<file path="config.mk">
export PLATFORM = sky130hd
export DESIGN_NAME = riscv_retire_trace
export DESIGN_NICKNAME = d
export VERILOG_FILES = /design/src/rtl/riscv_retire_trace_pkg.sv /design/src/rtl/riscv_retire_fifo.sv /design/src/rtl/riscv_retire_trace.sv
export SDC_FILE = /design/constraint.sdc
export NUM_CORES = 1
export LEC_CHECK = 0
export CELL_PAD_IN_SITES_DETAIL_PLACEMENT = 0
export CELL_PAD_IN_SITES_GLOBAL_PLACEMENT = 1
export CORE_ASPECT_RATIO = 0.5
export CORE_MARGIN = 2
export CORE_UTILIZATION = 30
export DETAILED_ROUTE_END_ITERATION = 10
export DONT_BUFFER_PORTS = 1
export GPL_TIMING_DRIVEN = 0
export PLACE_DENSITY = 0.59
export SLEW_MARGIN = 20
export SYNTH_ARGS = -nofsm -noshare
export SYNTH_HDL_FRONTEND = slang
export SYNTH_HIERARCHICAL = 1
export SYNTH_SLANG_ARGS = --single-unit
</file>
<file path="constraint.sdc">
create_clock -name clk -period 9.31 [get_ports clk]
set_input_delay 2.793 -clock clk [delete_from_list [all_inputs] [get_ports clk]]
set_output_delay 2.793 -clock clk [all_outputs]
set_load 0.01 [all_outputs]
</file>
<file path="src/rtl/riscv_retire_trace_pkg.sv">
// Shared definitions for the retirement trace monitor: record layout, FSM states
// and the completion-trigger decode.
package riscv_retire_trace_pkg;

  localparam int REC_W = 102;

  localparam logic [6:0] OPC_SYSTEM = 7'b1110011;
  localparam logic [2:0] F3_CSRRW   = 3'b001;

  typedef logic [REC_W-1:0] rec_t;

  typedef enum logic [1:0] {
    ST_IDLE  = 2'd0,
    ST_RUN   = 2'd1,
    ST_DRAIN = 2'd2,
    ST_DONE  = 2'd3
  } state_e;

  function automatic logic is_csrrw(input logic [31:0] opc);
    return (opc[6:0] == OPC_SYSTEM) && (opc[14:12] == F3_CSRRW);
  endfunction

  // Record layout: {pipe_id, rd, pc, opc, result}
  function automatic rec_t pack_rec(input logic        pipe_id,
                                    input logic [4:0]  rd,
                                    input logic [31:0] pc,
                                    input logic [31:0] opc,
                                    input logic [31:0] result);
    return {pipe_id, rd, pc, opc, result};
  endfunction

endpackage

</file>
<file path="src/rtl/riscv_retire_fifo.sv">
// Two-write / one-read register FIFO for retire records. The caller guarantees
// pushes never exceed free space measured before any same-cycle pop.
module riscv_retire_fifo
  import riscv_retire_trace_pkg::*;
#(
  parameter int DEPTH = 8
) (
  input  logic                     clk,
  input  logic                     rst,
  input  logic                     push0,
  input  rec_t                     data0,
  input  logic                     push1,
  input  rec_t                     data1,
  input  logic                     pop,
  output rec_t                     head,
  output logic [$clog2(DEPTH):0]   count,
  output logic                     empty
);

  localparam int AW = $clog2(DEPTH);

  rec_t            mem_r [DEPTH];
  logic [AW-1:0]   wr_ptr_r;
  logic [AW-1:0]   rd_ptr_r;
  logic [AW:0]     count_r;
  logic [AW-1:0]   wr_idx1_s;
  logic            pop_s;

  assign wr_idx1_s = wr_ptr_r + AW'(push0);
  assign pop_s     = pop && (count_r != {(AW+1){1'b0}});

  // Pointer and occupancy update; reset alone empties the FIFO
  always_ff @(posedge clk or negedge rst) begin
    if (!rst) begin
      wr_ptr_r <= {AW{1'b0}};
      rd_ptr_r <= {AW{1'b0}};
      count_r  <= {(AW+1){1'b0}};
    end else begin
      wr_ptr_r <= wr_ptr_r + AW'(push0) + AW'(push1);
      rd_ptr_r <= rd_ptr_r + AW'(pop_s);
      count_r  <= count_r + (AW+1)'(push0) + (AW+1)'(push1) - (AW+1)'(pop_s);
    end
  end

  // Record storage; pipe1 lands behind pipe0 when both are written
  always_ff @(posedge clk) begin
    if (push0) begin
      mem_r[wr_ptr_r] <= data0;
    end
    if (push1) begin
      mem_r[wr_idx1_s] <= data1;
    end
  end

  assign head  = mem_r[rd_ptr_r];
  assign count = count_r;
  assign empty = (count_r == {(AW+1){1'b0}});

endmodule

</file>
<file path="src/rtl/riscv_retire_trace.sv">
// Retirement monitor: counts cycles/retires, logs retire records into a FIFO
// drained over a valid/ready stream, and flags completion or timeout.
module riscv_retire_trace
  import riscv_retire_trace_pkg::*;
#(
  parameter int FIFO_DEPTH     = 8,
  parameter int CNT_W          = 32,
  parameter int DRAIN_CYCLES   = 10,
  parameter int TIMEOUT_CYCLES = 100
) (
  input  logic              clk,
  input  logic              rst,
  input  logic              enable_i,
  input  logic              pipe0_valid_i,
  input  logic [31:0]       pipe0_pc_i,
  input  logic [31:0]       pipe0_opc_i,
  input  logic [4:0]        pipe0_rd_i,
  input  logic [31:0]       pipe0_result_i,
  input  logic              pipe1_valid_i,
  input  logic [31:0]       pipe1_pc_i,
  input  logic [31:0]       pipe1_opc_i,
  input  logic [4:0]        pipe1_rd_i,
  input  logic [31:0]       pipe1_result_i,
  output logic              trace_valid_o,
  input  logic              trace_ready_i,
  output logic [REC_W-1:0]  trace_data_o,
  output logic [CNT_W-1:0]  cycle_count_o,
  output logic [CNT_W-1:0]  instr_count_o,
  output logic              overflow_o,
  output logic              done_o,
  output logic              timeout_o
);

  localparam int AW = $clog2(FIFO_DEPTH);
  localparam logic [CNT_W-1:0] CNT_MAX      = {CNT_W{1'b1}};
  localparam logic [CNT_W-1:0] TIMEOUT_LAST = CNT_W'(TIMEOUT_CYCLES - 1);
  localparam logic [31:0]      DRAIN_LOAD   = 32'(DRAIN_CYCLES - 1);
  localparam logic [AW:0]      DEPTH_V      = (AW+1)'(FIFO_DEPTH);

  state_e            state_r, state_s;
  logic [31:0]       drain_r;
  logic [CNT_W-1:0]  cycle_count_r;
  logic [CNT_W-1:0]  instr_count_r;
  logic              overflow_r, timeout_r, done_r;

  logic              active_s, v0_s, v1_s, trigger_s, timeout_hit_s, to_timeout_s;
  logic              push0_s, push1_s, drop_s, fifo_empty_s;
  logic [AW:0]       fifo_count_s, free_s;
  logic [CNT_W:0]    instr_sum_s;
  rec_t              rec0_s, rec1_s, head_s;

  assign active_s      = (state_r == ST_RUN) || (state_r == ST_DRAIN);
  assign v0_s          = pipe0_valid_i && active_s;
  assign v1_s          = pipe1_valid_i && active_s;
  assign trigger_s     = (state_r == ST_RUN) &&
                         ((pipe0_valid_i && is_csrrw(pipe0_opc_i)) ||
                          (pipe1_valid_i && is_csrrw(pipe1_opc_i)));
  assign timeout_hit_s = (TIMEOUT_CYCLES != 0) && (cycle_count_r == TIMEOUT_LAST);
  assign free_s        = DEPTH_V - fifo_count_s;
  assign rec0_s        = pack_rec(1'b0, pipe0_rd_i, pipe0_pc_i, pipe0_opc_i, pipe0_result_i);
  assign rec1_s        = pack_rec(1'b1, pipe1_rd_i, pipe1_pc_i, pipe1_opc_i, pipe1_result_i);
  assign instr_sum_s   = {1'b0, instr_count_r} + (CNT_W+1)'(v0_s) + (CNT_W+1)'(v1_s);

  // Admission: pipe0 takes the first free slot, pipe1 only what remains
  always_comb begin
    push0_s = v0_s && (free_s != {(AW+1){1'b0}});
    if (v0_s) begin
      push1_s = v1_s && (free_s >= (AW+1)'(2));
    end else begin
      push1_s = v1_s && (free_s != {(AW+1){1'b0}});
    end
    drop_s = (v0_s && !push0_s) || (v1_s && !push1_s);
  end

  riscv_retire_fifo #(.DEPTH(FIFO_DEPTH)) u_fifo (
    .clk   (clk),
    .rst   (rst),
    .push0 (push0_s),
    .data0 (rec0_s),
    .push1 (push1_s),
    .data1 (rec1_s),
    .pop   (trace_valid_o && trace_ready_i),
    .head  (head_s),
    .count (fifo_count_s),
    .empty (fifo_empty_s)
  );

  // Next-state decode; trigger takes priority over a coincident timeout
  always_comb begin
    state_s      = state_r;
    to_timeout_s = 1'b0;
    case (state_r)
      ST_IDLE: begin
        if (enable_i) state_s = ST_RUN;
        else          state_s = ST_IDLE;
      end
      ST_RUN: begin
        if (trigger_s) begin
          state_s = ST_DRAIN;
        end else if (timeout_hit_s) begin
          state_s      = ST_DONE;
          to_timeout_s = 1'b1;
        end else begin
          state_s = ST_RUN;
        end
      end
      ST_DRAIN: begin
        if ((drain_r == 32'd0) && fifo_empty_s) state_s = ST_DONE;
        else                                    state_s = ST_DRAIN;
      end
      ST_DONE:  state_s = ST_DONE;
      default:  state_s = ST_IDLE;
    endcase
  end

  // State, drain timer, saturating counters and sticky flags
  always_ff @(posedge clk or negedge rst) begin
    if (!rst) begin
      state_r       <= ST_IDLE;
      drain_r       <= 32'd0;
      cycle_count_r <= {CNT_W{1'b0}};
      instr_count_r <= {CNT_W{1'b0}};
      overflow_r    <= 1'b0;
      timeout_r     <= 1'b0;
      done_r        <= 1'b0;
    end else begin
      state_r <= state_s;
      done_r  <= (state_s == ST_DONE);
      if (trigger_s) begin
        drain_r <= DRAIN_LOAD;
      end else if ((state_r == ST_DRAIN) && (drain_r != 32'd0)) begin
        drain_r <= drain_r - 32'd1;
      end
      if (active_s && (cycle_count_r != CNT_MAX)) begin
        cycle_count_r <= cycle_count_r + {{(CNT_W-1){1'b0}}, 1'b1};
      end
      if (active_s) begin
        instr_count_r <= instr_sum_s[CNT_W] ? CNT_MAX : instr_sum_s[CNT_W-1:0];
      end
      if (drop_s) begin
        overflow_r <= 1'b1;
      end
      if (to_timeout_s) begin
        timeout_r <= 1'b1;
      end
    end
  end

  assign trace_valid_o = !fifo_empty_s;
  assign trace_data_o  = head_s;
  assign cycle_count_o = cycle_count_r;
  assign instr_count_o = instr_count_r;
  assign overflow_o    = overflow_r;
  assign done_o        = done_r;
  assign timeout_o     = timeout_r;

endmodule

</file>
==> results of run 1 <==
==> registers in the layout (all words and copies together), names as in the netlist <==
| register | flops |
|---|---|
| cycle_count_o | 32 |
| overflow_o | 1 |
| state_r | 2 |
| done_o | 1 |
| u_fifo/wr_ptr_r | 3 |
| u_fifo/mem_r | 816 |
| u_fifo/count | 4 |
| u_fifo/rd_ptr_r | 3 |
| instr_count_o | 32 |
| timeout_o | 1 |
| drain_r | 32 |
==> worst min path at each step <==
stage	cells past startpoint	from	slack [ns]	end
after detailed placement	1	u_fifo/rd_ptr_r[0]	0.49	u_fifo/rd_ptr_r[0]
after global routing	1	u_fifo/rd_ptr_r[0]	0.53	u_fifo/rd_ptr_r[0]
after CTS	1	u_fifo/rd_ptr_r[0]	0.51	u_fifo/rd_ptr_r[0]
after global placement	1	u_fifo/rd_ptr_r[0]	0.48	u_fifo/rd_ptr_r[0]
final	1	u_fifo/rd_ptr_r[0]	0.51	u_fifo/rd_ptr_r[0]
after floorplan	1	u_fifo/rd_ptr_r[0]	0.48	u_fifo/rd_ptr_r[0]
==> power by group <==
| part | total [mW] | internal [mW] | switching [mW] | leakage (nW) |
|---|---|---|---|---|
| combinational | 2.88 | 1.30 | 1.58 | 7.44 |
| clock | 3.94 | 2.20 | 1.74 | 1.54 |
| sequential | 4.56 | 4.54 | 0.0178 | 8.71 |
| total | 11.4 | 8.03 | 3.33 | 17.7 |
==> through the flow <==
| step | power, mW | setup TNS [ns] |
|---|---|---|
| 4_1_cts | 11.6 | 0 |
| 2_1_floorplan | 6.70 | 0 |
| 3_5_place_dp | 7.61 | 0 |
| 6_report | 11.4 | 0 |
| 5_1_grt | 11.8 | 0 |
| 3_3_place_gp | 7.59 | -5431.59 |
==> layer usage <==
layer,global-route usage,vias up,routed length [um]
li1,-,11402,-
met1,0.228,13775,60300
met2,0.297,634,69400
met3,0.0319,166,6900
met4,0.0473,0,3150
met5,0,-,0
==> worst reg2reg max path: stages, from the launching register on <==
cell and delay [ns]:
dfrtp_1 0.37, inv_1 0.08, ha_1 0.30, clkbuf_1 0.41, nand2_1 0.21, a21oi_1 0.72
ha_1 0.28, ha_1 0.26, xor2_2 0.42, nand2_1 0.22, clkbuf_2 0.41, buf_2 0.42
o31ai_4 0.26, buf_8 0.25, buf_8 0.17, buf_6 0.20, buf_6 0.22, buf_8 0.19
==> layout by cell type (no fill, tap or decap), types with 16 or more instances in the layout <==
cell	n
dfrtp_1	111
buf_16	41
clkbuf_16	97
nand2_1	61
mux4_2	204
nor3_1	17
xnor2_1	27
edfxtp_1	816
nor4_1	30
ha_1	21
a21oi_1	28
clkinv_2	20
mux2_2	815
nor2_1	25
clkbuf_1	57
o21ai_0	16
conb_1	16
nand4_1	30
mux2_1	106
and3_1	19
xor2_1	33
inv_1	22
buf_2	93
nand3_1	31
==> final cells by class <==
| type | instances | share of cell area |
|---|---|---|
| tap | 2060 | 0.0479 |
| clock buffer | 118 | 0.0478 |
| clock inverter | 56 | 0.0102 |
| buffer | 165 | 0.0148 |
| inverter | 22 | 0.00153 |
| antenna | 2 | 0.0000930 |
| timing repair buffer | 71 | 0.0290 |
| multi-input combinational | 1627 | 0.342 |
| sequential | 927 | 0.507 |
==> kinds of logic after synthesis <==
| kind of cell | Yosys count | synth area share |
|---|---|---|
| compound gates | 85 | 0.0115 |
| buf+inv | 187 | 0.0189 |
| simple gates | 307 | 0.0383 |
| xor+xnor | 62 | 0.0120 |
| flops | 927 | 0.588 |
| other cells | 2 | 0.000162 |
| mux | 1133 | 0.324 |
| fa+ha+maj | 24 | 0.00696 |
==> metrics.txt, run 1 <==
Critical Path RT 9.71 ns; initial drt markers 1887; Final Max Slew Viols 0; cell count after placement 4872; area leader, netlist edfxtp_1; Layout area overhead 16.0%; largest net degree at the start of global routing 112; LEAKAGE 17.7 nW; Final ANT Viol Nets 0; CTS Root Cell clkbuf_16; critical path capture point type register; reg-to-reg setup timing slack 3.64 ns; final net count 3141; Register Area 27300 um^2; ranking of synthesized cells by area edfxtp_1 (53%), mux2_2 (20%), mux4_2 (9.9%); cts repair resizes 0; mean area per synthesized cell 17.0 um^2; Max-cap violations 0; most frequent cell after synthesis edfxtp_1; Yosys reg bits 927; fillers 14537; Reg-to-Reg End u_fifo/mem_r[4][65]; CP Depth 14; Slowest-stage cell, CP a21oi_1; Die ar. 158000 um^2; final hold violation count 0; Detailed Place HPWL 92.7 mm; initial antenna violation count 0; crit path capture u_fifo/mem_r[4][65]; Final Setup Violations 0; routed vias/inst 5.15; post-synthesis sequential area ratio 0.588; fraction of layout cells with a size suffix above 1 0.461; Clk Latency, worst-skew pair 0.71 ns; crit-path max cell delay 0.72 ns; Post-synth ARST share 0.120; IO Pins 378; chip width 560 um; Vias 25977; hold-fix buffers at CTS 0; clk_skew 0.0343 ns; number of I/O port buffers 0; Hold Crit Class reg2reg; top_reg_cell synth edfxtp_1; Post-CTS Setup Inserts 0; cells after synthesis 2727; fin util 0.353; htree depth 3; status completed; cell row count 101; reg2reg path depth 17; Worst VDD drop 0.144 mV; clock sinks 927; Pre-antenna DRT Iters 5; CTS tree built; most used cell, CP buf_8; GR Util All Layers 0.174; Critical Path AT 6.90 ns; final period utilization 0.697; RSZ-0062 raised after global routing false; min cycle time layout 6.49 ns; Chip Height 282 um; clk buf depth 3; first-pass GRT wire length 201 mm; Post-DP Area 50700 um^2; critical path type in2reg; f_max 154 MHz; Critical Path Start Type input port; drt drc 0; synth cell count leaders edfxtp_1 (816), mux2_2 (815), mux4_2 (204), dfrtp_1 (111), mux2_1 (106); Mapped Area 46400 um^2; WP buf/inv 7; Worst R2R Start state_r[1]; Layout Cells excl Fill 5048; CTS Buf Count 95; Multi-input gate area 18400 um^2; vias in the first global route 27272; library cells used by synthesis 65; total wire length 140 mm; Core ar. 153000 um^2; PD cells 211 nW/um^2; initial core utilization 0.304; DR WL/cell 27.7 um; DP Worst Slack 1.96 ns; cell family with most CP delay buffers and inverters; Setup crit start pipe0_valid_i; number of synthesized flops with an enable pin 816; Placer Congestion 0.754; Worst-Margin Slew 1.07 ns; CP Cell Sequence nand2_1 > a21oi_1 > ha_1 > ha_1 > xor2_2 > nand2_1 > clkbuf_2 > buf_2 > o31ai_4 > buf_8 > buf_8 > buf_6 > buf_6 > buf_8; fin area 53800 um^2; Slew HR 0.284; Critical Path Fanout Max 10; final worst slack 2.82 ns; Reg clk slew, reported paths 0.06 ns; GRT Residual Overflow 0; hold slack 0.511 ns; proportion of netlist area held by the largest area contributor 0.528; Synth warnings 6
(Power assumes the default switching activity.)
==> run 2, diff against run 1 <==
PLACE_DENSITY = 0.57   (was 0.59)
clock period = 6.8 ns   (was 9.31 ns; I/O delays follow)
==> metrics.txt, run 2 (synthesis results as in run 1) <==
most common cell after layout, fill and taps aside edfxtp_1 (unchanged); largest net degree at the start of global routing 112 (unchanged); Worst-Margin Slew 1.14 ns (was 1.07 ns); critical path capture point type register (unchanged); max reg flops 816 (unchanged); CTS tree built (unchanged); Placer Congestion 0.735 (was 0.754); final period utilization 0.881; Chip Height 282 um (unchanged); final net count 3146 (was 3141); RSZ-0062 raised after global routing false (unchanged); Worst VDD drop 0.217 mV (was 0.144 mV); Layout area overhead 15.7% (was 16.0%); f_max 167 MHz; Detailed Place HPWL 96.4 mm (was 92.7 mm); hold slack 0.507 ns (was 0.511 ns); critical path type reg2reg (was in2reg); CTS Root Cell clkbuf_16 (unchanged); fillers 14636 (was 14537); routed vias/inst 5.11 (was 5.15); clk buf depth 3 (unchanged); GRT Residual Overflow 0 (unchanged); Final ANT Viol Nets 0 (unchanged); Hold Crit Class reg2reg (unchanged); Critical Path RT 7.19 ns (was 9.71 ns); initial drt markers 1739 (was 1887); final hold violation count 0 (unchanged); GR Util All Layers 0.178 (was 0.174); Critical Path Start Type register (was input port); clock sinks 927 (unchanged); Final Setup Violations 0 (unchanged); min cycle time layout 5.99 ns; cell count after placement 4877 (was 4872); Critical Path AT 6.38 ns (was 6.90 ns); Vias 25829 (was 25977); number of I/O port buffers 0 (unchanged); Slew HR 0.241 (was 0.284); Core ar. 153000 um^2 (unchanged); chip width 560 um (unchanged); Post-CTS Setup Inserts 0 (unchanged); initial antenna violation count 3 (was 0); Reg clk slew, reported paths 0.06 ns (about the same); LEAKAGE 17.6 nW (was 17.7 nW); drt drc 0 (unchanged); reg-to-reg setup timing slack 0.81 ns (was 3.64 ns); Max-cap violations 0 (unchanged); Clk Latency, worst-skew pair 0.70 ns (was 0.71 ns); first-pass GRT wire length 203 mm (was 201 mm); Die ar. 158000 um^2 (unchanged); htree depth 3 (unchanged); IO Pins 378 (unchanged); cts repair resizes 0 (unchanged); Final Max Slew Viols 0 (unchanged); vias in the first global route 27374 (was 27272); status completed (unchanged); hold-fix buffers at CTS 0 (unchanged); cell row count 101 (unchanged); Critical Path Fanout Max 16 (was 10); Pre-antenna DRT Iters 5 (unchanged); DR WL/cell 28.1 um (was 27.7 um); clk_skew 0.0205 ns (was 0.0343 ns); initial core utilization 0.304 (unchanged); fraction of layout cells with a size suffix above 1 0.455 (was 0.461); Most flops, register u_fifo/mem_r (unchanged); Layout Cells excl Fill 5058 (was 5048); CTS Buf Count 95 (unchanged); total wire length 142 mm (was 140 mm); PD cells 285 nW/um^2 (was 211 nW/um^2); most frequent cells in the layout edfxtp_1 (816), mux2_2 (815), mux4_2 (204) (unchanged)
## run 2: changes by cell type in the layout (fill, tap and decap cells not counted), moves of 3 or more
cell / change
clkbuf_8: -4
buf_6: +10
clkinv_1: +5
bufinv_16: -5
buf_8: -4
clkbuf_2: -3
clkbuf_1: +16
## run 2: area by class of cell
class | instances | area (um^2) | share of cell area
antenna | 3 | 7.51 | 0.000140
buffer | 165 | 796 | 0.0148
inverter | 22 | 82.6 | 0.00154
multi-input combinational | 1627 | 18400 | 0.343
timing repair buffer | 76 | 1580 | 0.0295
tap | 2060 | 2580 | 0.0480
clock buffer | 128 | 2590 | 0.0483
sequential | 927 | 27300 | 0.508
clock inverter | 50 | 349 | 0.00650
## run 2: critical path, stage by stage, from the launching register on
cell      delay, ns
dfrtp_1        0.39
inv_1          0.07
ha_1           0.43
clkbuf_1       0.50
nand2_1        0.25
a21oi_1        0.75
ha_1           0.27
ha_1           0.26
xor2_2         0.20
nor3_1         0.59
buf_2          0.57
buf_2          0.46
o21bai_4       0.42
buf_12         0.27
buf_12         0.21
## run 2: path summary, 6_finish.rpt
| check | cells past startpoint | from | to |
|---|---|---|---|
| setup / recovery | 14 | state_r[0] | u_fifo/mem_r[1][40] |
| hold / removal | 1 | u_fifo/rd_ptr_r[0] | u_fifo/rd_ptr_r[0] |
| setup reg to reg | 14 | state_r[0] | u_fifo/mem_r[1][40] |
| hold reg to reg | 1 | u_fifo/rd_ptr_r[0] | u_fifo/rd_ptr_r[0] |
| max in group asynchronous | 0 | rst | timeout_o |
| min in group asynchronous | 0 | rst | cycle_count_o[30] |
## run 2: where the power goes
part / internal [mW] / switching (mW)
combinational: 1.78 / 2.17
sequential: 6.21 / 0.0240
clock: 2.80 / 2.34
## run 2: metrics by stage
stage | setup WS, ns | total power [mW] | util | area, um^2 | TNS, ns
finish | 0.808 | 15.3 | 0.352 | 53700 | 0
global route | 0.376 | 15.9 | 0.352 | 53700 | 0
CTS | 0.655 | 15.6 | 0.352 | 53700 | 0
detailed placement | 0.280 | 10.4 | 0.332 | 50700 | 0
global placement | -9.27 | 10.4 | 0.322 | 49100 | -3949.00
floorplan | -1.65 | 9.17 | - | 46500 | -335.98
## run 2: routing by layer
layer  share of wire  track usage
met1            0.43        0.225
met2            0.50        0.308
met3           0.050       0.0371
met4           0.025       0.0487
met5               0            0
